**config.mk**
```make
export PLATFORM = sky130hd
export DESIGN_NAME = md_hazard_ctrl_flat
export DESIGN_NICKNAME = d
export VERILOG_FILES = /design/src/rtl/md_hazard_ctrl_if.sv /design/src/rtl/md_hazard_ctrl.sv /design/src/flat_wrapper.sv
export SDC_FILE = /design/constraint.sdc
export NUM_CORES = 1
export LEC_CHECK = 0
export ABC_AREA = 1
export BUFFER_PORTS_ARGS = -buffer_cell sky130_fd_sc_hd__buf_4
export CELL_PAD_IN_SITES_DETAIL_PLACEMENT = 0
export CELL_PAD_IN_SITES_GLOBAL_PLACEMENT = 1
export CORE_MARGIN = 3
export CORE_UTILIZATION = 29
export CTS_BUF_LIST = sky130_fd_sc_hd__clkbuf_4
export CTS_CLUSTER_SIZE = 20
export DETAILED_ROUTE_END_ITERATION = 10
export PLACE_DENSITY_LB_ADDON = 0.1
export SLEW_MARGIN = 15
export SYNTH_ARGS = -nofsm -noshare
export SYNTH_HDL_FRONTEND = slang
export SYNTH_SLANG_ARGS = --single-unit
export TNS_END_PERCENT = 10
```
**constraint.sdc**
```tcl
create_clock -name clk -period 1.78 [get_ports clk]
set_input_delay 0.267 -clock clk [delete_from_list [all_inputs] [get_ports clk]]
set_output_delay 0.267 -clock clk [all_outputs]
set_load 0.03 [all_outputs]
```
**src/rtl/md_hazard_ctrl_if.sv**
```systemverilog
`default_nettype none
// +-----------------------------------------------------------------------+
// | md_hazard_ctrl_if : controller <-> multiply/divide unit signal bundle  |
// | Rev 1.0                                                                |
// +-----------------------------------------------------------------------+
interface md_hazard_ctrl_if;
  logic        md_start;
  logic [2:0]  md_op;
  logic        md_write;
  logic        md_addr;
  logic [31:0] md_d1;
  logic [31:0] md_d2;
  logic        md_busy;

  modport master (
    output md_start, md_op, md_write, md_addr, md_d1, md_d2,
    input  md_busy
  );

  modport slave (
    input  md_start, md_op, md_write, md_addr, md_d1, md_d2,
    output md_busy
  );
endinterface
`default_nettype wire

```
**src/rtl/md_hazard_ctrl.sv**
```systemverilog
`default_nettype none
// +-----------------------------------------------------------------------+
// | md_hazard_ctrl : E-stage HI/LO unit issue, latency tracking, D stall  |
// | Rev 1.0                                                                |
// +-----------------------------------------------------------------------+
module md_hazard_ctrl #(
  parameter int MULT_LAT = 5,
  parameter int DIV_LAT  = 10,
  parameter int CW       = 4
) (
  input  logic              clk,
  input  logic              reset,
  input  logic              e_valid,
  input  logic              e_md_start,
  input  logic [2:0]        e_mdop,
  input  logic              e_mt,
  input  logic              e_mt_sel,
  input  logic [31:0]       e_rs,
  input  logic [31:0]       e_rt,
  input  logic              d_md_use,
  md_hazard_ctrl_if.master  md,
  output logic              md_stall,
  output logic              sync_err,
  output logic [31:0]       stall_cnt
);

  typedef enum logic [1:0] {
    S_IDLE = 2'd0,
    S_MUL  = 2'd1,
    S_DIV  = 2'd2
  } state_t;

  localparam logic [CW-1:0] C_MULT_LAT = CW'(MULT_LAT);
  localparam logic [CW-1:0] C_DIV_LAT  = CW'(DIV_LAT);
  localparam logic [CW-1:0] C_ONE      = CW'(1);

  state_t        state_q, state_d;
  logic [CW-1:0] cnt_q, cnt_d;
  logic          sync_err_q, sync_err_d;
  logic [31:0]   stall_cnt_q, stall_cnt_d;

  logic w_valid_op;
  logic w_is_div;
  logic w_div_zero;
  logic w_issue;
  logic w_busy;

  assign w_valid_op = e_mdop inside {3'b000, 3'b001, 3'b010, 3'b011, 3'b101, 3'b110};
  assign w_is_div   = (e_mdop[2:1] == 2'b01);
  assign w_div_zero = w_is_div & (e_rt == 32'd0);
  assign w_busy     = (state_q != S_IDLE);
  assign w_issue    = e_valid & e_md_start & w_valid_op & ~w_div_zero & ~w_busy;

  assign md.md_start = w_issue;
  assign md.md_op    = e_mdop;
  // No state gating: a pending mthi/mtlo is held in D by the stall until the unit is idle.
  assign md.md_write = e_valid & e_mt;
  assign md.md_addr  = e_mt_sel;
  assign md.md_d1    = e_rs;
  assign md.md_d2    = e_rt;

  assign md_stall  = d_md_use & (w_issue | w_busy);
  assign sync_err  = sync_err_q;
  assign stall_cnt = stall_cnt_q;

  always_comb begin
    state_d     = state_q;
    cnt_d       = cnt_q;
    sync_err_d  = sync_err_q | (w_busy != md.md_busy);
    stall_cnt_d = md_stall ? stall_cnt_q + 32'd1 : stall_cnt_q;
    case (state_q)
      S_IDLE: begin
        if (w_issue) begin
          if (w_is_div) begin
            state_d = S_DIV;
            cnt_d   = C_DIV_LAT;
          end else begin
            state_d = S_MUL;
            cnt_d   = C_MULT_LAT;
          end
        end
      end
      S_MUL, S_DIV: begin
        // cnt counts the busy cycles left including the current one
        if (cnt_q == C_ONE) begin
          state_d = S_IDLE;
          cnt_d   = '0;
        end else begin
          cnt_d = cnt_q - C_ONE;
        end
      end
      default: begin
        state_d = S_IDLE;
        cnt_d   = '0;
      end
    endcase
  end

  always_ff @(posedge clk) begin
    if (reset) begin
      state_q     <= S_IDLE;
      cnt_q       <= '0;
      sync_err_q  <= 1'b0;
      stall_cnt_q <= 32'd0;
    end else begin
      state_q     <= state_d;
      cnt_q       <= cnt_d;
      sync_err_q  <= sync_err_d;
      stall_cnt_q <= stall_cnt_d;
    end
  end

endmodule
`default_nettype wire

```
**src/flat_wrapper.sv**
```systemverilog
// flat-port wrapper written by rule: the top's interface ports become plain ports
module md_hazard_ctrl_flat 
#(
  parameter int MULT_LAT = 5,
  parameter int DIV_LAT  = 10,
  parameter int CW       = 4
)
  (clk, reset, e_valid, e_md_start, e_mdop, e_mt, e_mt_sel, e_rs, e_rt, d_md_use, md_stall, sync_err, stall_cnt, md_md_start, md_md_op, md_md_write, md_md_addr, md_md_d1, md_md_d2, md_md_busy);
  md_hazard_ctrl_if md_i ();
  input  logic clk;
  input  logic reset;
  input  logic e_valid;
  input  logic e_md_start;
  input  logic [2:0] e_mdop;
  input  logic e_mt;
  input  logic e_mt_sel;
  input  logic [31:0] e_rs;
  input  logic [31:0] e_rt;
  input  logic d_md_use;
  output logic md_stall;
  output logic sync_err;
  output logic [31:0] stall_cnt;
  output wire logic [$bits(md_i.md_start)-1:0] md_md_start;
  output wire logic [$bits(md_i.md_op)-1:0] md_md_op;
  output wire logic [$bits(md_i.md_write)-1:0] md_md_write;
  output wire logic [$bits(md_i.md_addr)-1:0] md_md_addr;
  output wire logic [$bits(md_i.md_d1)-1:0] md_md_d1;
  output wire logic [$bits(md_i.md_d2)-1:0] md_md_d2;
  input wire logic [$bits(md_i.md_busy)-1:0] md_md_busy;
  assign md_md_start = md_i.md_start;
  assign md_md_op = md_i.md_op;
  assign md_md_write = md_i.md_write;
  assign md_md_addr = md_i.md_addr;
  assign md_md_d1 = md_i.md_d1;
  assign md_md_d2 = md_i.md_d2;
  assign md_i.md_busy = md_md_busy;
  md_hazard_ctrl #(.MULT_LAT(MULT_LAT), .DIV_LAT(DIV_LAT), .CW(CW)) u_core (.clk(clk), .reset(reset), .e_valid(e_valid), .e_md_start(e_md_start), .e_mdop(e_mdop), .e_mt(e_mt), .e_mt_sel(e_mt_sel), .e_rs(e_rs), .e_rt(e_rt), .d_md_use(d_md_use), .md(md_i), .md_stall(md_stall), .sync_err(sync_err), .stall_cnt(stall_cnt));
endmodule
```
==> results of run 1 <==
logic make-up after synthesis:
kind of cell,Yosys count,share of synthesized area
AND/OR/NAND/NOR,253,0.380
flip-flops,39,0.266
AO/OA/AOI/OAI,42,0.0738
buffers and inverters,122,0.250
XOR/XNOR,3,0.00896
adder cells (fa/ha/maj),5,0.0213
cell type report:
class                           instances  area, sq um  area share
Inverter                               42          158      0.0443
Clock buffer                            5         37.5      0.0105
Multi-Input combinational cell        303         1440       0.403
Timing Repair Buffer                  126          971       0.273
Sequential cell                        39          785       0.220
Tap cell                              133          166      0.0467
Clock inverter                          2         8.76     0.00246
cell usage in the layout, fill, tap and decap left out, types with 4 or more instances in the layout:
cell      synthesis  layout
nand4_1           6       6
buf_4            68     124
nand2_2           3       4
inv_1            40      40
dfxtp_1          39      36
o21ai_0           6       6
ha_1              5       4
nor2_2            5       7
nand3_2           4       4
nor3_1            4       4
clkbuf_4          0       5
nand2_1          92      91
nor2_1           91      88
a21oi_1          35      35
nand3_1          40      40
stage by stage:
step,utilization,power (uW)
2_1_floorplan,-,2100
3_3_place_gp,0.356,2270
6_report,0.363,2710
4_1_cts,0.361,2740
5_1_grt,0.363,2960
3_5_place_dp,0.356,2270
worst min-delay path, stage by stage:
cell	delay (ns)
buf_4	0.08
xnor2_1	0.10
o21ai_0	0.07
inv_1	0.05
power by group:
part	switching [uW]	internal (uW)	total, uW
logic	753	471	1220
clock network	315	141	456
registers	63.1	968	1030
worst min path at each step:
stage,startpoint,endpoint,slack (ns),cells past startpoint
after global routing,md_md_busy,u_core.sync_err,0.26,4
final,md_md_busy,u_core.sync_err,0.25,4
after floorplan,u_core.cnt_q[1],u_core.cnt_q[1],0.48,2
after detailed placement,u_core.sync_err,u_core.sync_err,0.47,2
after CTS,md_md_busy,u_core.sync_err,0.23,4
after global placement,u_core.sync_err,u_core.sync_err,0.47,2
repair_timing:
item	4_1_cts	5_1_grt
hold buffers	0	0
endpoints found under the setup margin	0	8
resized for setup	0	9
flip-flops by register name (all words and copies together) (netlist names):
register          cells
u_core.stall_cnt     32
u_core.cnt_q          4
u_core.state_q        2
u_core.sync_err       1
routing by layer:
layer / track usage / vias up / routed length (um)
met2: 0.225 / 87 / 3530
li1: - / 1507 / -
met1: 0.165 / 1242 / 3410
met4: 0.0356 / 0 / 102
met5: 0 / - / 0
met3: 0.0289 / 18 / 546
==> impl_metrics.tcl, run 1 <==
set metrics [dict create \
    p_leak_uw 0.00171 \
    max_slew_margin 0.677 \
    critPathKind "flop to output port" \
    port_buffers 112 \
    grt_usage 0.131 \
    io_pins 179 \
    dieArea_sq_um 11400 \
    overflow 0 \
    drt-initial-drc-count 111 \
    ir_drop_mv 0.308 \
    place_ws_ns 0.124 \
    drive_gt1_frac 0.302 \
    syn2layout_area_growth_pct 21.4 \
    post_layout_nonfiller_instances 650 \
    grt_max_degree 55 \
    grt_pass1_vias 2686 \
    fin_area_sq_um 3560 \
    fin_worst_skew_ns 0.0112 \
    hold_viol 0 \
    syn_nets 544 \
    worstPathArrival_ns 1.38 \
    period_share 0.926 \
    clock.fmax_ghz 0.607 \
    setup_ws_ns 0.132 \
    coreArea_sq_um 9820 \
    holdWs_ns 0.245 \
    htree_levels 2 \
    path_buf_inv 3 \
    hold_path_class "input port to flop" \
    ys_seq_elements 39 \
    clock_sinks 39 \
    diodes 0 \
    syn_area_sq_um 2930 \
    start_kind "flop" \
    dpl.cell_count 643 \
    die_h_um 107 \
    drt_pass1_iterations 4 \
    path_delay_family "flip-flops" \
    yosysUniqueCellTypes 28 \
    synth_edf_count 0 \
    fill_cells 1104 \
    slowest_delay_ns 0.37 \
    synth.avg_cell_area_sq_um 6.32 \
    synth-main-ff-cell "dfxtp_1" \
    post-cts-setup-buffer-count 0 \
    required_ns 1.51 \
    vias 2854 \
    drt-total-wl_um 7590 \
    initial_utilization 0.299 \
    viasPerCell 4.39 \
    tritoncts "yes" \
    slew_violations 0 \
    rr_startpoint "u_core.stall_cnt[0]" \
    grt_pass1_wl_um 12300 \
    clk_pin_slew_ns 0.12 \
    yosysMostFrequentCell "nand2_1" \
    synthArstFlopShare 0 \
    root_buffer "clkbuf_4" \
    yosysWarnings 0 \
    rr_worst_depth 10 \
    synth_top_area_share 0.266 \
    powerDensity_nw_per_um2 761 \
    path_max_fanout 5 \
    yosys.area.top_type "dfxtp_1" \
    clockBufferDepth 2 \
    drc 0 \
    wl_per_cell_um 11.7 \
    worstReg2RegEnd "u_core.stall_cnt[26]" \
    worst_slew_pin_slew_ns 0.484 \
    cap_violations 0 \
    syn_inst 464 \
    ys_top_cells_by_count "92 x nand2_1, 91 x nor2_1, 68 x buf_4" \
    ys_seq_area_frac 0.266 \
    layout.nets 597 \
    rows 36 \
    clock_latency_ns 0.35 \
    synthTopCellsByArea "dfxtp_1 27%, buf_4 17%, nand2_1 12%" \
    r2r_setup_slack_ns 0.15 \
    fp.dieW_um 107 \
    slowest_stage "dfxtp_1" \
    crit_cells 6 \
    hpwlAfterDp_um 5850 \
    crit_path_end "md_stall" \
    gp_congestion 0.781 \
    fin_setup_tns_ns 0 \
    crit_path_frequent_cell "inv_1" \
    antenna_found_initial 0 \
    cp-end-kind "output port" \
    place_area_sq_um 3490 \
    path_cells "inv_1 > ha_2 > nand2_2 > nand2_1 > inv_1 > buf_4" \
    timing.final.crit_period_ns 1.65 \
    finalSetupViolations 0 \
    crit_start "u_core.state_q[1]" \
    ant_nets 0 \
    cts_inserted_buffers 5 \
    status "complete, no violations" \
]
Note: power is estimated with default switching activity, not from simulation.
==> run 2, diff against run 1 <==
--- a/config.mk
+++ b/config.mk
@@ -10,10 +10,11 @@
 export CELL_PAD_IN_SITES_DETAIL_PLACEMENT = 0
 export CELL_PAD_IN_SITES_GLOBAL_PLACEMENT = 1
 export CORE_MARGIN = 3
-export CORE_UTILIZATION = 29
+export CORE_UTILIZATION = 31
 export CTS_BUF_LIST = sky130_fd_sc_hd__clkbuf_4
 export CTS_CLUSTER_SIZE = 20
 export DETAILED_ROUTE_END_ITERATION = 10
+export GPL_ROUTABILITY_DRIVEN = 0
 export PLACE_DENSITY_LB_ADDON = 0.1
 export SLEW_MARGIN = 15
 export SYNTH_ARGS = -nofsm -noshare
==> constraint.sdc (replaced) <==
create_clock -name clk -period 2 [get_ports clk]
set_input_delay 0.3 -clock clk [delete_from_list [all_inputs] [get_ports clk]]
set_output_delay 0.3 -clock clk [all_outputs]
set_load 0.03 [all_outputs]
==> run 2 against run 1 <==
Register-to-register slack improved by 0.05 ns; non-clock buffer count shrank 9; critical path type unchanged; count of clock-buffer cells in the layout grew 1; worst hold slack gained 0.045 ns; largest power group unchanged; sequential power fell by 10%.
==> impl_metrics.tcl, run 2 (synthesis results as in run 1) <==
set metrics [dict create \
    status "complete, no violations" \
    diodes 0 \
    slowest_stage "dfxtp_1" \
    largest_reg_flops 32 \
    path_buf_inv 3 \
    powerDensity_nw_per_um2 725 \
    clock_sinks 39 \
    grt_usage 0.135 \
    port_buffers 112 \
    rr_worst_depth 10 \
    drive_gt1_frac 0.276 \
    rows 34 \
    fp.dieW_um 103 \
    drt-initial-drc-count 61 \
    ir_drop_mv 0.344 \
    dpl.cell_count 627 \
    cap_violations 0 \
    multi_input_area_sq_um 1420 \
    clock.fmax_ghz 0.542 \
    coreArea_sq_um 8980 \
    hold_path_class "input port to flop" \
    rsz0062_at_grt "false" \
    worstReg2RegEnd "u_core.stall_cnt[28]" \
    final_util 0.388 \
    fill_cells 970 \
    timing.final.crit_period_ns 1.84 \
    drc 0 \
    max_slew_margin 0.799 \
    cts_inserted_buffers 5 \
    clock_latency_ns 0.35 \
    root_buffer "clkbuf_4" \
    post_layout_nonfiller_instances 634 \
    p_leak_uw 0.00168 \
    cp-end-kind "output port" \
    critPathKind "flop to output port" \
    drt_pass1_iterations 4 \
    ant_nets 0 \
    rr_startpoint "u_core.stall_cnt[1]" \
    min-delay-start "md_md_busy" \
    grt_max_degree 61 \
    wl_per_cell_um 11.6 \
    htree_levels 2 \
    start_kind "flop" \
    grt_pass1_vias 2540 \
    required_ns 1.70 \
    worst_slew_pin_slew_ns 0.302 \
    io_pins 179 \
    clockBufferDepth 2 \
    syn2layout_area_growth_pct 18.8 \
    viasPerCell 4.39 \
    min_to "u_core.sync_err" \
    p_total_uw 2530 \
    clk_pin_slew_ns 0.10 \
    hold_depth 4 \
    hold_viol 0 \
    crit_path_frequent_cell "inv_1" \
    path_delay_family "flip-flops" \
    worstPathArrival_ns 1.54 \
    seq_area_sq_um 781 \
    path_cells "inv_1 > ha_1 > nand2_4 > nand2_1 > inv_1 > buf_4" \
    layout.nets 588 \
    initial_utilization 0.327 \
    grt_pass1_wl_um 11600 \
    final_common_cell "buf_4" \
    hpwlAfterDp_um 5690 \
    slew_violations 0 \
    finalSetupViolations 0 \
    tritoncts "yes" \
    post-cts-setup-buffer-count 0 \
    die_h_um 103 \
    antenna_found_initial 0 \
    path_max_fanout 10 \
    drt-total-wl_um 7330 \
    period_share 0.922 \
    r2r_setup_slack_ns 0.20 \
    fin_setup_tns_ns 0 \
    overflow 0 \
    fin_worst_skew_ns 0.0211 \
    dieArea_sq_um 10700 \
    vias 2785 \
    final_cell_mix "116 x buf_4, 92 x nand2_1, 91 x nor2_1" \
    slowest_delay_ns 0.38 \
]
==> run 2: cell count changes in the layout (fill, tap and decap cells not counted), moves of 2 or more <==
| cell | previous run | this run |
|---|---|---|
| nor2_1 | 88 | 91 |
| dfxtp_1 | 36 | 39 |
| dfxtp_2 | 3 | 0 |
| nand2_2 | 4 | 2 |
| buf_4 | 124 | 116 |
| nor2_2 | 7 | 5 |
==> run 2: through the flow <==
stage	hold WS (ns)	worst slack (ns)	area (sq um)
2_1_floorplan	0.476	0.257	2930
3_3_place_gp	0.461	0.189	3410
3_5_place_dp	0.463	0.172	3410
4_1_cts	0.273	0.0577	3480
5_1_grt	0.319	0.0330	3490
6_report	0.290	0.157	3490
==> run 2: routing by layer <==
metal / GRT usage / wire, um / vias to the layer above
met4: 0.0369 / 99 / 0
li1: - / - / 1480
met1: 0.160 / 3240 / 1207
met2: 0.244 / 3510 / 84
met5: 0 / 0 / -
met3: 0.0315 / 492 / 14
==> run 2: area by class of cell <==
type	count	area share
Clock buffer	6	0.0129
Clock inverter	1	0.00861
Inverter	42	0.0452
Multi-Input combinational cell	303	0.408
Sequential cell	39	0.224
Tap cell	126	0.0452
Timing Repair Buffer	117	0.256
==> run 2: worst min-delay path: cells and delay by family <==
kind	cells	cell delay (ns)
buffers and inverters	2	0.12
XOR/XNOR	1	0.10
AO/OA/AOI/OAI	1	0.07
==> run 2: worst max path at each step <==
stage | from | endpoint | slack [ns] | cells past startpoint
floorplan | u_core.stall_cnt[0] | u_core.stall_cnt[22] | 0.26 | 10
global placement | e_rt[23] | md_stall | 0.19 | 10
detailed placement | e_rt[23] | md_stall | 0.17 | 10
CTS | u_core.state_q[0] | md_stall | 0.06 | 6
global route | u_core.stall_cnt[1] | u_core.stall_cnt[24] | 0.03 | 10
finish | u_core.state_q[0] | md_stall | 0.16 | 6
==> run 2: repair_timing <==
action / 4_1_cts / 5_1_grt
hold buffers: 0 / 0
endpoints found under the setup margin: 0 / 1
gates resized for setup: 0 / 1
==> run 2: power breakdown <==
part           internal (uW)  total [uW]  switching [uW]
Sequential               858         922            63.7
Clock                    272         540             268
Combinational            397        1070             669
